`src/rtl/arb_pkg.sv`:
```
// Purpose: shared types and constants for the round-robin arbiter.
// Latency: n/a (declarations only).
// Backpressure: n/a.
package arb_pkg;

  typedef enum logic {
    IDLE = 1'b0,
    BUSY = 1'b1
  } state_t;

  localparam int N_REQ_DEF    = 4;
  localparam int MAX_HOLD_DEF = 15;

  // Bits needed to hold values 0..n-1; matches $clog2 for n >= 1.
  function automatic int idx_w(input int n);
    int w;
    w = 0;
    for (int i = 0; i < 31; i++) begin
      if ((1 << i) < n) w = i + 1;
    end
    return w;
  endfunction

endpackage

```
`src/rtl/rr_pick.sv`:
```
// Purpose: rotating-priority encoder, picks first set req bit starting at ptr.
// Latency: purely combinational.
// Backpressure: none; the caller decides when to consume the pick.
module rr_pick #(
  parameter int N_REQ = 4,
  parameter int W     = 2
) (
  input  logic [N_REQ-1:0] req,
  input  logic [W-1:0]     ptr,
  output logic [W-1:0]     idx,
  output logic [N_REQ-1:0] onehot,
  output logic             any
);

  logic [2*N_REQ-1:0] dbl;
  logic [N_REQ-1:0]   rot;
  logic [W-1:0]       off;

  // Rotate right by ptr so bit 0 of rot is the highest-priority requester.
  always_comb begin
    dbl = {req, req} >> ptr;
    rot = dbl[N_REQ-1:0];
  end

  // Lowest set bit of the rotated vector, then undo the rotation.
  always_comb begin
    off = '0;
    for (int i = N_REQ - 1; i >= 0; i--) begin
      if (rot[i]) off = W'(i);
    end
    idx    = off + ptr;
    onehot = N_REQ'(1) << idx;
    any    = |req;
  end

endmodule

```
`src/rtl/rr_arbiter.sv`:
```
// Purpose: round-robin arbiter with held grants; optional hold limit via ARB_TIMEOUT_EN.
// Latency: grant visible 1 cycle after req sampled in IDLE; release clears after 1 cycle.
// Backpressure: owner keeps the grant until done or req drop; one dead cycle per handover.
module rr_arbiter
  import arb_pkg::*;
#(
  parameter int N_REQ    = N_REQ_DEF,
  parameter int MAX_HOLD = MAX_HOLD_DEF
) (
  input  logic                      clk,
  input  logic                      rst_n,
  input  logic [N_REQ-1:0]          req,
  input  logic                      done,
  output logic [N_REQ-1:0]          grant,
  output logic [idx_w(N_REQ)-1:0]   grant_id,
  output logic                      grant_valid,
  output logic                      timeout
);

  localparam int W = idx_w(N_REQ);

  state_t           state;
  logic [W-1:0]     ptr;
  logic [W-1:0]     pick_idx;
  logic [N_REQ-1:0] pick_oh;
  logic             pick_any;
  logic             release_c;
  logic             force_rel;

  rr_pick #(
    .N_REQ (N_REQ),
    .W     (W)
  ) u_pick (
    .req    (req),
    .ptr    (ptr),
    .idx    (pick_idx),
    .onehot (pick_oh),
    .any    (pick_any)
  );

  // Owner gives up the resource explicitly or by dropping its request.
  assign release_c = done | ~req[grant_id];

`ifdef ARB_TIMEOUT_EN
  localparam int CW = idx_w(MAX_HOLD + 1);
  logic [CW-1:0] hold_cnt;

  // Revoke only when the owner has not released on its own this cycle.
  assign force_rel = ~release_c & (hold_cnt == CW'(MAX_HOLD));
`else
  // MAX_HOLD only matters with the hold counter present.
  logic hold_unused;
  assign hold_unused = (MAX_HOLD > 0);
  assign force_rel   = 1'b0;
`endif

  // Arbitration FSM, priority pointer and registered outputs.
  always_ff @(posedge clk or negedge rst_n) begin
    if (!rst_n) begin
      state       <= IDLE;
      ptr         <= '0;
      grant       <= '0;
      grant_id    <= '0;
      grant_valid <= 1'b0;
      timeout     <= 1'b0;
`ifdef ARB_TIMEOUT_EN
      hold_cnt    <= '0;
`endif
    end else begin
      timeout <= 1'b0;
      case (state)
        IDLE: begin
          if (pick_any) begin
            grant       <= pick_oh;
            grant_id    <= pick_idx;
            grant_valid <= 1'b1;
            state       <= BUSY;
`ifdef ARB_TIMEOUT_EN
            hold_cnt    <= CW'(1);
`endif
          end
        end
        BUSY: begin
          if (release_c || force_rel) begin
            grant       <= '0;
            grant_valid <= 1'b0;
            // Just-served requester drops to lowest priority.
            ptr         <= grant_id + W'(1);
            state       <= IDLE;
            timeout     <= force_rel;
          end else begin
`ifdef ARB_TIMEOUT_EN
            hold_cnt    <= hold_cnt + CW'(1);
`endif
          end
        end
        default: state <= IDLE;
      endcase
    end
  end

endmodule
```
`config.mk`:
```
export PLATFORM = sky130hd
export DESIGN_NAME = rr_arbiter
export DESIGN_NICKNAME = d
export VERILOG_FILES = /design/src/rtl/arb_pkg.sv /design/src/rtl/rr_pick.sv /design/src/rtl/rr_arbiter.sv
export SDC_FILE = /design/constraint.sdc
export NUM_CORES = 1
export LEC_CHECK = 0
export ABC_AREA = 1
export BUFFER_PORTS_ARGS = -buffer_cell sky130_fd_sc_hd__buf_2
export CAP_MARGIN = 20
export CORE_MARGIN = 3
export CORE_UTILIZATION = 40
export CTS_CLUSTER_DIAMETER = 150
export DETAILED_ROUTE_END_ITERATION = 12
export GPL_ROUTABILITY_DRIVEN = 0
export PLACE_DENSITY = 0.7
export SYNTH_ARGS = -nofsm -noshare
export SYNTH_HDL_FRONTEND = slang
export SYNTH_SLANG_ARGS = --single-unit
export TNS_END_PERCENT = 30
```
`constraint.sdc`:
```
create_clock -name clk -period 5.11 [get_ports clk]
set_clock_uncertainty 0.1 [all_clocks]
set_input_delay 0.7665 -clock clk [delete_from_list [all_inputs] [get_ports clk]]
set_output_delay 0.7665 -clock clk [all_outputs]
set_load 0.005 [all_outputs]
```
# After elaboration in Yosys (flattened, before gate mapping)
# Cells that the tools add are included.
op_classes:
  n_addsub: 2
  magnitude_cmp: 1
  n_eq_ne: 2
  shift: 2
  muxes: 15
  bitwise_logic: 3
  reduce_logical: 4
ops:
  columns: ["operator", "count"]
  rows:
  - ["2-to-1 mux 2 bit", 4]
  - ["2-to-1 mux 4 bit", 2]
  - ["one-hot mux 4 bit (2 select lines)", 1]
  - [">> shifter 8 x 2 -> 4 bit", 1]
  - ["AND reduction 2 bit", 3]
  - ["2-to-1 mux 1 bit", 5]
  - ["one-hot mux 1 bit (2 select lines)", 2]
  - ["OR reduction 4 bit", 1]
  - ["<< shifter 1 x 2 -> 4 bit (first input constant)", 1]
  - ["less-than comparator 2 x 3 -> 1 bit (second input constant)", 1]
  - ["adder 2 x 1 -> 2 bit (second input constant)", 1]
  - ["adder 2 bit", 1]
  - ["binary-select mux 1 bit (select 2 bit)", 1]
  - ["inequality test 2 x 1 -> 1 bit (second input constant)", 1]
  - ["inequality test 2 bit (second input constant)", 1]
  - ["inverter 1 bit", 2]
  - ["bitwise OR 1 bit", 1]
totals:
  ff_bits: 10
  output_inout_bits: 8
  wordCells: 34

# Depth between registers and ports, before layout
logic_depth:
  depth_word: 9
  depth_mapped: 13
  ltp_nobuf: 13

# By module
# From an unflattened synthesis, not the netlist that was laid out.
unflattened:
  hier_cells: 95
  area_unflattened_um2: 666.9
by_module_without_submodules:
  columns: ["mod", "n_inst", "cells_per_inst", "area_per_inst_um2", "seq_area_each_um2"]
  rows:
  - ["rr_arbiter", 1, 55, 456.7, 250.2]
  - ["rr_pick", 1, 40, 210.2, 0.0]

# Worst setup path after synthesis
# OpenSTA, ideal clock, no wires.
synth_timing:
  path_type: "input to register"
  from: "in req[1]"
  to: "reg grant[2]"
  t_arrival_ns: 1.794
  slack_ns: 3.099
  stages: 12
  path_buffers: 0
  path_cell_list: "nand2_1 nand3_1 nand2_1 nand3_1 a21boi_0 ha_1 xnor2_1 inv_1 nand2_2 nand2_2 nand2_1 nand2_1"
synth_via:
  elab_chain_len: 9
synth_rtl:
  columns: ["element", "line_no", "source"]
  rows:
  - ["start, declared", "rr_arbiter.sv:12", "input logic [N_REQ-1:0] req,"]
  - [">> shifter 8 x 2 -> 4 bit", "rr_pick.sv:21", "dbl = {req, req} >> ptr;"]
  - ["2-to-1 mux 2 bit (4 in series)", "rr_pick.sv:29", "if (rot[i]) off = W'(i);"]
  - ["adder 2 bit", "rr_pick.sv:31", "idx = off + ptr;"]
  - ["<< shifter 1 x 2 -> 4 bit", "rr_pick.sv:32", "onehot = N_REQ'(1) << idx;"]
  - ["2-to-1 mux 4 bit", "rr_arbiter.sv:73", "if (pick_any) begin"]
  - ["one-hot mux 4 bit (2 select lines)", "rr_arbiter.sv:71", "case (state)"]
  - ["end signal, assigned", "rr_arbiter.sv:74", "grant <= pick_oh;"]
  - ["end, declared", "rr_arbiter.sv:14", "output logic [N_REQ-1:0] grant,"]
# Several ways; a longest one is shown, not always the timed one. The select of a mux whose other input is x is not followed.
# A chain may end at the register's enable or synchronous reset.

# Final worst setup path
# Ends and elaborated chain as after synthesis.

==> results.toml <==
[detailed_routing]
avgRoutedWirePerCell_um = 10.46
dr_total_vias = 606
initialDrtViolationCount = 16
routed_wl_um = 1276
vias_per_cell = 4.967
remaining_drc_errors = 0
drtAntennaViolNets = 0
firstDrtPassIters = 4

[pwr]
p_leak_nw = 0.4357
p_per_area_nw_per_um2 = 689.8
ir_drop_mv = 0.3242
design_power_total_w = 0.0005222

[logic_synthesis]
synthDominantCellAreaShare = 0.3854
avgSynthCellArea_um2 = 7.058
ys_types = 22
synthTopCellsByArea = "dfrtp_1 39%, nand2_1 21%, nand3_1 9.2%, inv_1 4.6%, nand2_2 2.9%"
yosysWarnings = 0
yosys.cell_count.top_type = "nand2_1"
synthesis.area_um2 = 649.4
seq_area_frac_synth = 0.3854
synth_fp_nets = 100
synth.largest_area_cell = "dfrtp_1"
ys_ff_latch = 10
synth_top_flop_cell = "dfrtp_1"
post_synth_inst_count = 92
asyncSetResetFlopFracSynth = 1.000
yosys-top-cells-count = "36 x nand2_1, 12 x nand3_1, 10 x dfrtp_1"
edff_count_synth = 0

[sta]
rsz0062_at_grt = "no"
slew_violations = 0
fin_setup_tns_ps = 0
hold_ws_ps = 246.4
layout_min_cycle_time_ps = 2003
finish_stage_setup_viols = 0
maximum_operating_frequency_mhz = 499.2
final_worst_path_period_share = 0.3920
report.final.hold_viol_count = 0

[floorplanning]
core_area_um2 = 1415
floorplan.io_pins = 15
die_width_um = 46.29
initial_utilization = 0.4589
dieHeight_um = 46.29
fp.dieArea_um2 = 2143
fp-row-count = 13

[clock_tree]
clock_buffers_created_by_tritoncts = 3
h-tree-depth = 1
ctsHoldBuffers = 0
cts.reportedPaths.clkPinSlew_ps = 70
cts-resized-gates = 0
clk_root_buf = "clkbuf_4"
tritoncts_num_sinks = 10
cts_post_setup_buffers_inserted = 0
tritoncts = "done"
clock_path_buffers = 2
clkLatencyLatePin_ps = 260

[flow_run]
maximum_capacitance_violations = 0

[critical_path]
cpMaxStageDelayCell = "ha_1"
cp.arrival_ps = 2060
startpoint_type = "input port"
worstPathBufferInverterCount = 2
critPathCaptureType = "flip-flop"
worstPathCellList = "buf_2 -> nand2_1 -> nand3_1 -> nand2_1 -> nand3_1 -> a21boi_0 -> ha_1 -> xnor2_1 -> inv_1 -> nand2_2 -> nand2_2 -> nand2_1 -> nand2_1"
cp_max_fo = 4
slowest_delay_ps = 190
worst-endpoint-required_ps = 5170
path_common_cell = "nand2_1"
regToRegStartpoint = "ptr[0]"
path_class = "in -> reg"
cpLargestDelayFamily = "simple AND/OR/NAND/NOR gates"
cp-startpoint = "req[1]"

[layout]
finish.instance_area_um2 = 757.0
area_growth_syn_to_layout_pct = 16.57
final_nets = 116
finish.utilization = 0.5349
final_layout_size_suffix_gt1_frac = 0.2430
final.fill_count = 150
num_antenna_cells = 0

[place]
dp_hpwl_um = 1067
placed_instance_area_um2 = 720.7
portBuffers = 13

[outcome]
status = "finished clean"

[global_routing]
pin_count_of_the_biggest_net_entering_global_routing = 11
antenna_found_initial = 0
grt_pass1_vias = 536
gr-total-overflow = 0
grtUsageTotal = 0.1521
grt_first_pass_wirelength_um = 2290

[worst_hold_path]
min_delay_path_class = "in -> async"
layer usage:
metal | up-vias | global-route usage | part of all wire
met4 | 0 | 0.05114 | 0.0086
met1 | 275 | 0.1938 | 0.47
met2 | 9 | 0.2335 | 0.48
met3 | 2 | 0.05859 | 0.040
met5 | - | 0 | 0
li1 | 320 | - | -
worst register-to-register path: stages (launching register included):
cell	delay, ps
dfrtp_1	470
inv_2	80
nand2_1	90
nand3_1	70
nand2_1	90
nand3_1	60
a21boi_0	160
ha_1	190
xnor2_1	160
inv_1	80
nand2_2	100
nand2_2	70
nand2_1	60
nand2_1	50
worst paths after layout:
kind	end	slack [ps]	depth (start not counted)
worst max-delay path	grant[2]	3110	13
worst max register to register	grant[2]	3180	13
worst min register to register	grant[2]	370	2
max in group asynchronous	grant_id[1]	4480	1
worst min-delay path	grant[2]	250	1
min in group clk	grant[2]	370	2
flip-flops by register name, indices dropped and copies added, names as in the netlist:
register	flops
ptr	2
grant_id	2
state	1
grant_valid	1
grant	4
cells in the final DEF (no fill, tap or decap):
cell type and n:
inv_2 3, nand4_1 1, xnor2_1 2, inv_1 8
o21ai_1 1, nor2_4 1, nand3_1 12, nand3_2 1
clkbuf_4 3, conb_1 1, dfrtp_1 10, clkbuf_8 1
o21bai_1 1, a21boi_0 1, nand2_1 36, nand2_2 3
buf_2 13, a21oi_1 1, nor2_1 3, o211ai_1 1
a21oi_4 1, ha_1 1, o21ai_0 2
through the flow:
step | worst slack [ps] | instances
after floorplan | 3099 | 92
after global placement | 2864 | 118
after detailed placement | 2795 | 118
after CTS | 3081 | 122
after global routing | 2897 | 122
final | 3107 | 122
cell families (layout without fill, tap and decap cells):
family                   Yosys count  count (layout)  synth area share
XOR/XNOR                           2               2           0.02698
adder cells (fa/ha/maj)            1               1           0.01926
AO/OA/AOI/OAI                      8               8           0.09056
buffers and inverters             13              28           0.08285
flip-flops                        10              10            0.3854
other                              1               1          0.005775
AND/OR/NAND/NOR                   57              57            0.3892
report_power, final:
| part | internal (W) | switching (W) |
|---|---|---|
| logic | 0.000119 | 0.000176 |
| registers | 0.000115 | 0.0000414 |
| clock network | 0.0000433 | 0.0000281 |
cell type report:
cell class	instances	area [um^2]	area share
multi-input combinational	69	345.3	0.4562
sequential	10	250.2	0.3306
timing repair buffer	13	65.06	0.08595
inverter	11	41.29	0.05455
clock buffer	4	36.28	0.04793
tap	15	18.77	0.02479
(Power assumes the default switching activity.)
